<file path="config.mk">
export PLATFORM = sky130hd
export DESIGN_NAME = rsa_seq_ctrl_flat
export DESIGN_NICKNAME = d
export VERILOG_FILES = /design/src/rtl/rsa_ctrl_pkg.sv /design/src/rtl/rsa_seq_ctrl_if.sv /design/src/rtl/rsa_seq_ctrl_slice_adder.sv /design/src/rtl/rsa_seq_ctrl.sv /design/src/flat_wrapper.sv
export SDC_FILE = /design/constraint.sdc
export NUM_CORES = 1
export LEC_CHECK = 0
export BUFFER_PORTS_ARGS = -buffer_cell sky130_fd_sc_hd__buf_2
export CAP_MARGIN = 20
export CORE_MARGIN = 2
export CORE_UTILIZATION = 45
export CTS_CLUSTER_DIAMETER = 80
export DETAILED_ROUTE_END_ITERATION = 10
export PLACE_DENSITY = 0.69
export SLEW_MARGIN = 20
export SYNTH_ARGS = -nofsm -noshare
export SYNTH_HDL_FRONTEND = slang
export SYNTH_SLANG_ARGS = --single-unit
export TNS_END_PERCENT = 20
</file>
<file path="constraint.sdc">
create_clock -name clk -period 10.19 [get_ports clk]
set_input_delay 2.038 -clock clk [delete_from_list [all_inputs] [get_ports clk]]
set_output_delay 2.038 -clock clk [all_outputs]
set_load 0.05 [all_outputs]
</file>
<file path="src/rtl/rsa_ctrl_pkg.sv">
// Shared types for the slice-sequenced add/subtract controller.
//   state_e        : controller FSM states
//   OP_ADD/OP_SUB  : encoding of the op request bit
//   idx_width()    : width of a slice index counter (never below 1 bit)
package rsa_ctrl_pkg;

  typedef enum logic [1:0] {
    IDLE = 2'd0,
    RUN  = 2'd1,
    DONE = 2'd2
  } state_e;

  localparam logic OP_ADD = 1'b0;
  localparam logic OP_SUB = 1'b1;

  function automatic int unsigned idx_width(input int unsigned n);
    return (n > 1) ? $clog2(n) : 1;
  endfunction

endpackage

</file>
<file path="src/rtl/rsa_seq_ctrl_if.sv">
// Request/response bundle of rsa_seq_ctrl.
//   in_valid/in_ready   : request handshake, with op, a, b
//   abort               : synchronous discard of the current operation
//   out_valid/out_ready : result handshake, with sum, cout, ovf
//   busy                : controller is not idle
interface rsa_seq_ctrl_if #(
  parameter int unsigned SLICE_W    = 4,
  parameter int unsigned NUM_SLICES = 4
);
  localparam int unsigned W = SLICE_W * NUM_SLICES;

  logic         in_valid;
  logic         in_ready;
  logic         op;
  logic [W-1:0] a;
  logic [W-1:0] b;
  logic         abort;
  logic         out_valid;
  logic         out_ready;
  logic [W-1:0] sum;
  logic         cout;
  logic         ovf;
  logic         busy;

  modport master (
    output in_valid, op, a, b, abort, out_ready,
    input  in_ready, out_valid, sum, cout, ovf, busy
  );

  modport slave (
    input  in_valid, op, a, b, abort, out_ready,
    output in_ready, out_valid, sum, cout, ovf, busy
  );
endinterface

</file>
<file path="src/rtl/rsa_seq_ctrl_slice_adder.sv">
// slice_adder: SLICE_W-bit ripple-carry adder, plain carry-in, no inversion.
//   i_a, i_b : slice operands
//   i_ci     : carry in
//   o_s_c    : slice sum (combinational)
//   o_co_c   : carry out (combinational)
module slice_adder #(
  parameter int unsigned SLICE_W = 4
) (
  input  logic [SLICE_W-1:0] i_a,
  input  logic [SLICE_W-1:0] i_b,
  input  logic               i_ci,
  output logic [SLICE_W-1:0] o_s_c,
  output logic               o_co_c
);

  // Explicit full-adder chain, LSB first.
  always_comb begin
    logic w_c;
    o_s_c = '0;
    w_c   = i_ci;
    for (int i = 0; i < int'(SLICE_W); i++) begin
      o_s_c[i] = i_a[i] ^ i_b[i] ^ w_c;
      w_c      = (i_a[i] & i_b[i]) | (w_c & (i_a[i] ^ i_b[i]));
    end
    o_co_c = w_c;
  end

endmodule

</file>
<file path="src/rtl/rsa_seq_ctrl.sv">
// rsa_seq_ctrl: W-bit add/subtract computed one SLICE_W slice per cycle
// through a single shared slice_adder.
//   clk, rst_n : clock, asynchronous active-low reset
//   bus        : rsa_seq_ctrl_if slave (request, abort, result, busy)
module rsa_seq_ctrl
  import rsa_ctrl_pkg::*;
#(
  parameter int unsigned SLICE_W    = 4,
  parameter int unsigned NUM_SLICES = 4
) (
  input  logic          clk,
  input  logic          rst_n,
  rsa_seq_ctrl_if.slave bus
);

  localparam int unsigned W     = SLICE_W * NUM_SLICES;
  localparam int unsigned IDX_W = idx_width(NUM_SLICES);
  localparam logic [IDX_W-1:0] LAST_IDX = IDX_W'(NUM_SLICES - 1);

  state_e             r_state;
  state_e             w_state_nxt;
  logic [W-1:0]       r_a;
  logic [W-1:0]       r_b;
  logic [W-1:0]       r_acc;
  logic [W-1:0]       r_sum;
  logic [IDX_W-1:0]   r_idx;
  logic               r_carry;
  logic               r_cout;
  logic               r_ovf;

  logic [SLICE_W-1:0] w_slice_a;
  logic [SLICE_W-1:0] w_slice_b;
  logic [SLICE_W-1:0] w_slice_s;
  logic               w_slice_co;
  logic [W-1:0]       w_acc_nxt;
  logic               w_last;

  // Slice selection mux; only this slice goes through the adder.
  assign w_slice_a = r_a[r_idx*SLICE_W +: SLICE_W];
  assign w_slice_b = r_b[r_idx*SLICE_W +: SLICE_W];
  assign w_last    = (r_idx == LAST_IDX);

  slice_adder #(.SLICE_W(SLICE_W)) u_slice_adder (
    .i_a    (w_slice_a),
    .i_b    (w_slice_b),
    .i_ci   (r_carry),
    .o_s_c  (w_slice_s),
    .o_co_c (w_slice_co)
  );

  // Accumulator with the current slice merged in.
  always_comb begin
    w_acc_nxt = r_acc;
    w_acc_nxt[r_idx*SLICE_W +: SLICE_W] = w_slice_s;
  end

  // State register.
  always_ff @(posedge clk or negedge rst_n) begin
    if (!rst_n) r_state <= IDLE;
    else        r_state <= w_state_nxt;
  end

  // Next state; abort overrides both accept and the result handshake.
  always_comb begin
    w_state_nxt = r_state;
    if (bus.abort) begin
      w_state_nxt = IDLE;
    end else begin
      case (r_state)
        IDLE:    if (bus.in_valid)  w_state_nxt = RUN;
        RUN:     if (w_last)        w_state_nxt = DONE;
        DONE:    if (bus.out_ready) w_state_nxt = IDLE;
        default: w_state_nxt = IDLE;
      endcase
    end
  end

  // Datapath: operand latch, slice stepping, result capture.
  always_ff @(posedge clk or negedge rst_n) begin
    if (!rst_n) begin
      r_a     <= '0;
      r_b     <= '0;
      r_acc   <= '0;
      r_sum   <= '0;
      r_idx   <= '0;
      r_carry <= 1'b0;
      r_cout  <= 1'b0;
      r_ovf   <= 1'b0;
    end else if (bus.abort) begin
      r_idx   <= '0;
      r_carry <= 1'b0;
      r_sum   <= '0;
      r_cout  <= 1'b0;
      r_ovf   <= 1'b0;
    end else begin
      case (r_state)
        IDLE: begin
          if (bus.in_valid) begin
            r_a     <= bus.a;
            r_b     <= (bus.op == OP_SUB) ? ~bus.b : bus.b;
            r_carry <= bus.op;
            r_idx   <= '0;
            r_acc   <= '0;
          end
        end
        RUN: begin
          r_acc   <= w_acc_nxt;
          r_carry <= w_slice_co;
          r_idx   <= r_idx + 1'b1;
          // Last slice: publish the full result in the same edge.
          if (w_last) begin
            r_idx  <= '0;
            r_sum  <= w_acc_nxt;
            r_cout <= w_slice_co;
            r_ovf  <= (r_a[W-1] == r_b[W-1]) & (w_slice_s[SLICE_W-1] != r_a[W-1]);
          end
        end
        DONE: begin
          if (bus.out_ready) begin
            r_sum  <= '0;
            r_cout <= 1'b0;
            r_ovf  <= 1'b0;
          end
        end
        default: ;
      endcase
    end
  end

  assign bus.in_ready  = (r_state == IDLE);
  assign bus.out_valid = (r_state == DONE);
  assign bus.busy      = (r_state != IDLE);
  assign bus.sum       = r_sum;
  assign bus.cout      = r_cout;
  assign bus.ovf       = r_ovf;

endmodule

</file>
<file path="src/flat_wrapper.sv">
// flat-port wrapper written by rule: the top's interface ports become plain ports
module rsa_seq_ctrl_flat import rsa_ctrl_pkg::*;
#(
  parameter int unsigned SLICE_W    = 4,
  parameter int unsigned NUM_SLICES = 4
)
  (clk, rst_n, bus_in_valid, bus_op, bus_a, bus_b, bus_abort, bus_out_ready, bus_in_ready, bus_out_valid, bus_sum, bus_cout, bus_ovf, bus_busy);
  rsa_seq_ctrl_if #(.SLICE_W(SLICE_W), .NUM_SLICES(NUM_SLICES)) bus_i ();
  input  logic clk;
  input  logic rst_n;
  input wire logic [$bits(bus_i.in_valid)-1:0] bus_in_valid;
  input wire logic [$bits(bus_i.op)-1:0] bus_op;
  input wire logic [$bits(bus_i.a)-1:0] bus_a;
  input wire logic [$bits(bus_i.b)-1:0] bus_b;
  input wire logic [$bits(bus_i.abort)-1:0] bus_abort;
  input wire logic [$bits(bus_i.out_ready)-1:0] bus_out_ready;
  output wire logic [$bits(bus_i.in_ready)-1:0] bus_in_ready;
  output wire logic [$bits(bus_i.out_valid)-1:0] bus_out_valid;
  output wire logic [$bits(bus_i.sum)-1:0] bus_sum;
  output wire logic [$bits(bus_i.cout)-1:0] bus_cout;
  output wire logic [$bits(bus_i.ovf)-1:0] bus_ovf;
  output wire logic [$bits(bus_i.busy)-1:0] bus_busy;
  assign bus_i.in_valid = bus_in_valid;
  assign bus_i.op = bus_op;
  assign bus_i.a = bus_a;
  assign bus_i.b = bus_b;
  assign bus_i.abort = bus_abort;
  assign bus_i.out_ready = bus_out_ready;
  assign bus_in_ready = bus_i.in_ready;
  assign bus_out_valid = bus_i.out_valid;
  assign bus_sum = bus_i.sum;
  assign bus_cout = bus_i.cout;
  assign bus_ovf = bus_i.ovf;
  assign bus_busy = bus_i.busy;
  rsa_seq_ctrl #(.SLICE_W(SLICE_W), .NUM_SLICES(NUM_SLICES)) u_core (.clk(clk), .rst_n(rst_n), .bus(bus_i));
endmodule
</file>
# [Word level (Yosys, flattened, before mapping)]
# Index checks and enable logic that the tools add are counted.
# W data, S select, Z words.
[op_classes] reduce_logical=10 n_addsub=2 shifts=4 eq_ne=9 n_mux=27 bitwise=23
[op_table] cell="$mux W16" n=5
[op_table] cell="$pmux W16 S2" n=2
[op_table] cell="$neg A4 Y34" n=1
[op_table] cell="$shift A4 B34 Y16 const A" n=1
[op_table] cell="$shiftx A4 B34 Y16" n=1
[op_table] cell="$shiftx A16 B5 Y4" n=2
[op_table] cell="$bwmux W16" n=1
[op_table] cell="$not A16 Y16" n=1
[op_table] cell="$mux W2" n=7
[op_table] cell="$reduce_and A3 Y1" n=4
[op_table] cell="$and A1 B1 Y1" n=9
[op_table] cell="$xor A1 B1 Y1" n=8
[op_table] cell="$mux W1" n=7
[op_table] cell="$ne A3 B3 Y1 const B" n=2
[op_table] cell="$pmux W1 S2" n=3
[op_table] cell="$pmux W2 S3" n=1
[op_table] cell="$reduce_bool A3 Y1" n=2
[op_table] cell="$eq A2 B2 Y1 const B" n=2
[op_table] cell="$or A1 B1 Y1" n=4
[op_table] cell="$pmux W2 S2" n=1
[op_table] cell="$reduce_bool A2 Y1" n=2
[op_table] cell="$ne A3 B2 Y1 const B" n=1
[op_table] cell="$add A2 B1 Y2 const B" n=1
[op_table] cell="$eq A2 B1 Y1 const B" n=1
[op_table] cell="6 further kinds" n=6
[totals] regBits=71 in_bits=38 out_inout_bits=21 wordCells=84

# [Longest topological paths before layout]
[depth] ltp_word=14 ltp_mapped=13

# [Hierarchy]
# A second synthesis with hierarchy kept.
[hier_totals] hier_cells=323 area_unflattened_um2=3666.0
[by_module_without_submodules] module="rsa_seq_ctrl" cells_per_inst=309 n_inst=1 area_per_inst_um2=3548.4
[by_module_without_submodules] module="slice_adder" cells_per_inst=14 n_inst=1 area_per_inst_um2=117.6

# [Worst setup path after synthesis]
# No wires, ideal clock.
[synth_path] kind="flip-flop to output port" startpoint="reg u_core.r_state[0]" endpoint="out bus_in_ready" path_buffers=1 setup_slack_ns=6.757 path_stages_with_launch=4 t_arrival_ns=1.395 path_cell_list="dfrtp_1 buf_2 or2_2 inv_1"
[synth_between] elab_chain_len=1
[synth_rtl] item="from (decl)" line_no="rsa_seq_ctrl.sv:20" rtl="state_e r_state;"
[synth_rtl] item="from (signal assigned)" line_no="rsa_seq_ctrl.sv:60" rtl="else r_state <= w_state_nxt;"
[synth_rtl] item="$logic_not A2 Y1" line_no="rsa_seq_ctrl.sv:130" rtl="assign bus.in_ready = (r_state == IDLE);"
[synth_rtl] item="to (decl)" line_no="flat_wrapper.sv:17" rtl="output wire logic [$bits(bus_i.in_ready)-1:0] bus_in_ready;"
# No other way between the ends.

# [Worst setup path after layout]
# Same ends and word-level chain as after synthesis.

==> flow_summary.toml <==
[run_status]
status = "finished, final reports clean"

[synthesis]
syn_nets = 343
yosysSeqAreaShare_pct = 50.2
postSynthAreaPerCell_um2 = 12.0
synth_seq_cells = 71
synthMuxAreaShare_pct = 10.2
synth_xor_xnor_area_share_pct = 3.96
synthCells = 295
yosys.area_share.simple_pct = 9.77
synth_compound_area_share_pct = 16.2
ys_types = 41
synthAdderAreaFrac_pct = 4.39
yosys_warnings = 0
netlist_area_mm2 = 0.00354
synth_top_family_by_area = "compound AO/OA/AOI/OAI gates"

[power_and_ir_drop]
peakVddDrop_v = 0.0000961
p_leak_nw = 1.87
p_per_area_mw_per_mm2 = 178
power.total_uw = 729

[timing]
tightest_slew_ns = 0.939
holdWs_ns = 0.490
tns_ns = 0
final.period_utilization_pct = 35.5
finalCriticalPeriod_ns = 3.61
max_clock_freq_mhz = 277
rsz0062_at_grt = "false"
setup_viol = 0
finalMaxSlewViolations = 0
finalHoldViolations = 0
skew_ns = 0.00780
relSlewSlack_pct = 36.5

[layout]
fill_cells = 710
fin_nets = 399
n_antenna_cell = 0
syn2layout_area_growth_pct = 15.6
fin_area_mm2 = 0.00409
drive_gt1_share_pct = 29.8

[drt]
drc = 0
avgViaCountPerCell = 5.29
ant_nets = 0
finalWirelength_um = 7440
wl_per_cell_um = 16.2
first_pass_iters = 4
drt_iter0_drc = 131
vias = 2421

[global_route]
grt_use_total_pct = 18.9
antenna_found_initial = 0
first_global_vias = 2435
grt_max_degree = 72
grt_pass1_wl_um = 12500
gr-total-overflow = 0

[clock_network]
ctsResizeCount = 0
cts_max_level = 3
cts-root-buf = "clkbuf_8"
cts_setup_buffers = 0
clockBufferDepth = 2
clk_latency_ns = 0.35
hold_buffers = 0
clk_pin_slew_worst_paths_ns = 0.07
cts_buffers = 9
clkSinkCount = 71
cts_tree = "done"

[worst_setup_path]
cp-end-kind = "output pin"
cp-start-kind = "flip-flop"
rrSetupSlack_ns = 6.59
r2r_cells = 10
reg2reg_to = "u_core.r_acc[3]$_DFFE_PN0P_"
critPathLaunch = "u_core.r_state[0]$_DFFE_PN0P_"
worstSetupPathType = "flip-flop to output pin"
worstPathArrival_ns = 1.57
cp.required_ns = 8.15
endpoint = "bus_in_ready"
path_max_fanout = 15
reg2reg_from = "u_core.r_idx[0]$_DFFE_PN0P_"

[floorplanning]
initial_core_util_pct = 46.0
pin_count = 59
die_area_mm2 = 0.00858
die_h_um = 92.6
row_count = 32
die_x_um = 92.6
core_area_mm2 = 0.00769

[run]
cap_violations = 0

[placed_design]
dp_hpwl_um = 5290
port_buffers = 58
placed_area_mm2 = 0.00388
routabilityCongestion = 0.859

[hold_path]
hold_path.class = "flip-flop to flip-flop"
worst min-delay path by stage:
stage	to	start	slack, ns	cells after the start
finish	u_core.bus.cout$_DFFE_PN0P_	u_core.bus.cout$_DFFE_PN0P_	0.49	1
global route	u_core.bus.sum[5]$_DFFE_PN0P_	u_core.bus.sum[5]$_DFFE_PN0P_	0.51	1
CTS	u_core.bus.cout$_DFFE_PN0P_	u_core.bus.cout$_DFFE_PN0P_	0.49	1
detailed placement	u_core.bus.cout$_DFFE_PN0P_	u_core.bus.cout$_DFFE_PN0P_	0.47	1
floorplan	u_core.r_acc[13]$_DFFE_PN0P_	u_core.r_acc[13]$_DFFE_PN0P_	0.46	1
global placement	u_core.bus.sum[9]$_DFFE_PN0P_	u_core.bus.sum[9]$_DFFE_PN0P_	0.48	1
layout make-up:
cell class                      count  area, um^2  area share (%)
Tap cell                          102         128            3.12
Multi-Input combinational cell    184        1580            38.5
Clock inverter                      3        40.0           0.979
Inverter                           25        93.8            2.30
Timing Repair Buffer               60         305            7.47
Clock buffer                       13         169            4.13
Sequential cell                    71        1780            43.5
worst max-delay path, cell delays in order (launching register included):
cell and delay (ns):
dfrtp_1 0.56, or2_2 0.36, inv_1 0.05, buf_2 0.25
kinds of logic after synthesis:
family / Yosys count
xor gates and xnor gates: 16
buffers and inverters: 40
adders and majority gates: 10
and+or+nand+nor: 55
muxes: 24
AOI/OAI and AO/OA: 79
DFF: 71
synth_stat cells (all sizes together):
| master | count | area [um^2] |
|---|---|---|
| fa | 4 | 80.1 |
| o21a | 1 | 7.51 |
| clkbuf | 2 | 7.51 |
| xnor2 | 16 | 140 |
| nand4bb | 1 | 11.3 |
| a21oi | 22 | 110 |
| mux2 | 16 | 180 |
| o22ai | 12 | 75.1 |
| a21o | 1 | 7.51 |
| or2 | 1 | 6.26 |
| mux4 | 8 | 180 |
| or3b | 1 | 11.3 |
| nand2 | 2 | 7.51 |
| o21ai | 4 | 20.0 |
| nor3b | 1 | 7.51 |
| and2 | 5 | 31.3 |
| ha | 6 | 75.1 |
| dfrtp | 71 | 1780 |
| inv | 25 | 93.8 |
| nand4b | 1 | 8.76 |
| nor4bb | 3 | 30.0 |
| a22oi | 3 | 22.5 |
| nand3 | 1 | 5.00 |
| buf | 13 | 82.6 |
| o21bai | 1 | 7.51 |
| nor2 | 26 | 105 |
| o2bb2ai | 5 | 43.8 |
| a22o | 29 | 254 |
| or4bb | 2 | 22.5 |
| nor3 | 1 | 5.00 |
| and4b | 1 | 10.0 |
| a221oi | 1 | 26.3 |
| nor2b | 7 | 53.8 |
| nor4b | 1 | 23.8 |
| or3 | 1 | 6.26 |
per-stage QoR:
| step | std cells | util (%) | setup WS [ns] |
|---|---|---|---|
| floorplan | 295 | - | 6.76 |
| global placement | 442 | 50.5 | 6.68 |
| detailed placement | 442 | 50.5 | 6.56 |
| CTS | 458 | 53.2 | 6.55 |
| global route | 458 | 53.2 | 6.36 |
| finish | 458 | 53.2 | 6.58 |
power by group:
| part | leakage [nW] | internal, mW | switching, mW |
|---|---|---|---|
| Combinational | 0.857 | 0.0736 | 0.0874 |
| Sequential | 0.904 | 0.313 | 0.0220 |
| Clock | 0.109 | 0.132 | 0.101 |
| Total | 1.87 | 0.519 | 0.211 |
state kept, by name, summed over array words and instances (netlist names):
| signal | flops |
|---|---|
| u_core.bus.cout | 1 |
| u_core.bus.ovf | 1 |
| u_core.bus.sum | 16 |
| u_core.r_a | 16 |
| u_core.r_acc | 16 |
| u_core.r_b | 16 |
| u_core.r_carry | 1 |
| u_core.r_idx | 2 |
| u_core.r_state | 2 |
routing by layer:
metal | GRT usage (%) | part of all wire, % | wire length, um | vias up
li1 | - | - | - | 1162
met1 | 24.2 | 44 | 3240 | 1205
met2 | 32.1 | 52 | 3830 | 46
met3 | 5.04 | 3.9 | 290 | 8
met4 | 4.78 | 0.91 | 68 | 0
met5 | 0 | 0 | 0 | -
placed cells by master (no fill, tap or decap), types with 5 or more instances in the layout:
cell and instances:
a21oi_1 22, dfrtp_1 71, mux4_2 8, mux2_2 16, and2_1 5, xnor2_1 16, nor2_1 25, ha_1 6
a22o_1 29, clkbuf_8 12, o22ai_1 12, o2bb2ai_1 5, buf_2 58, nor2b_1 5, inv_1 25
(Power assumes the default switching activity.)
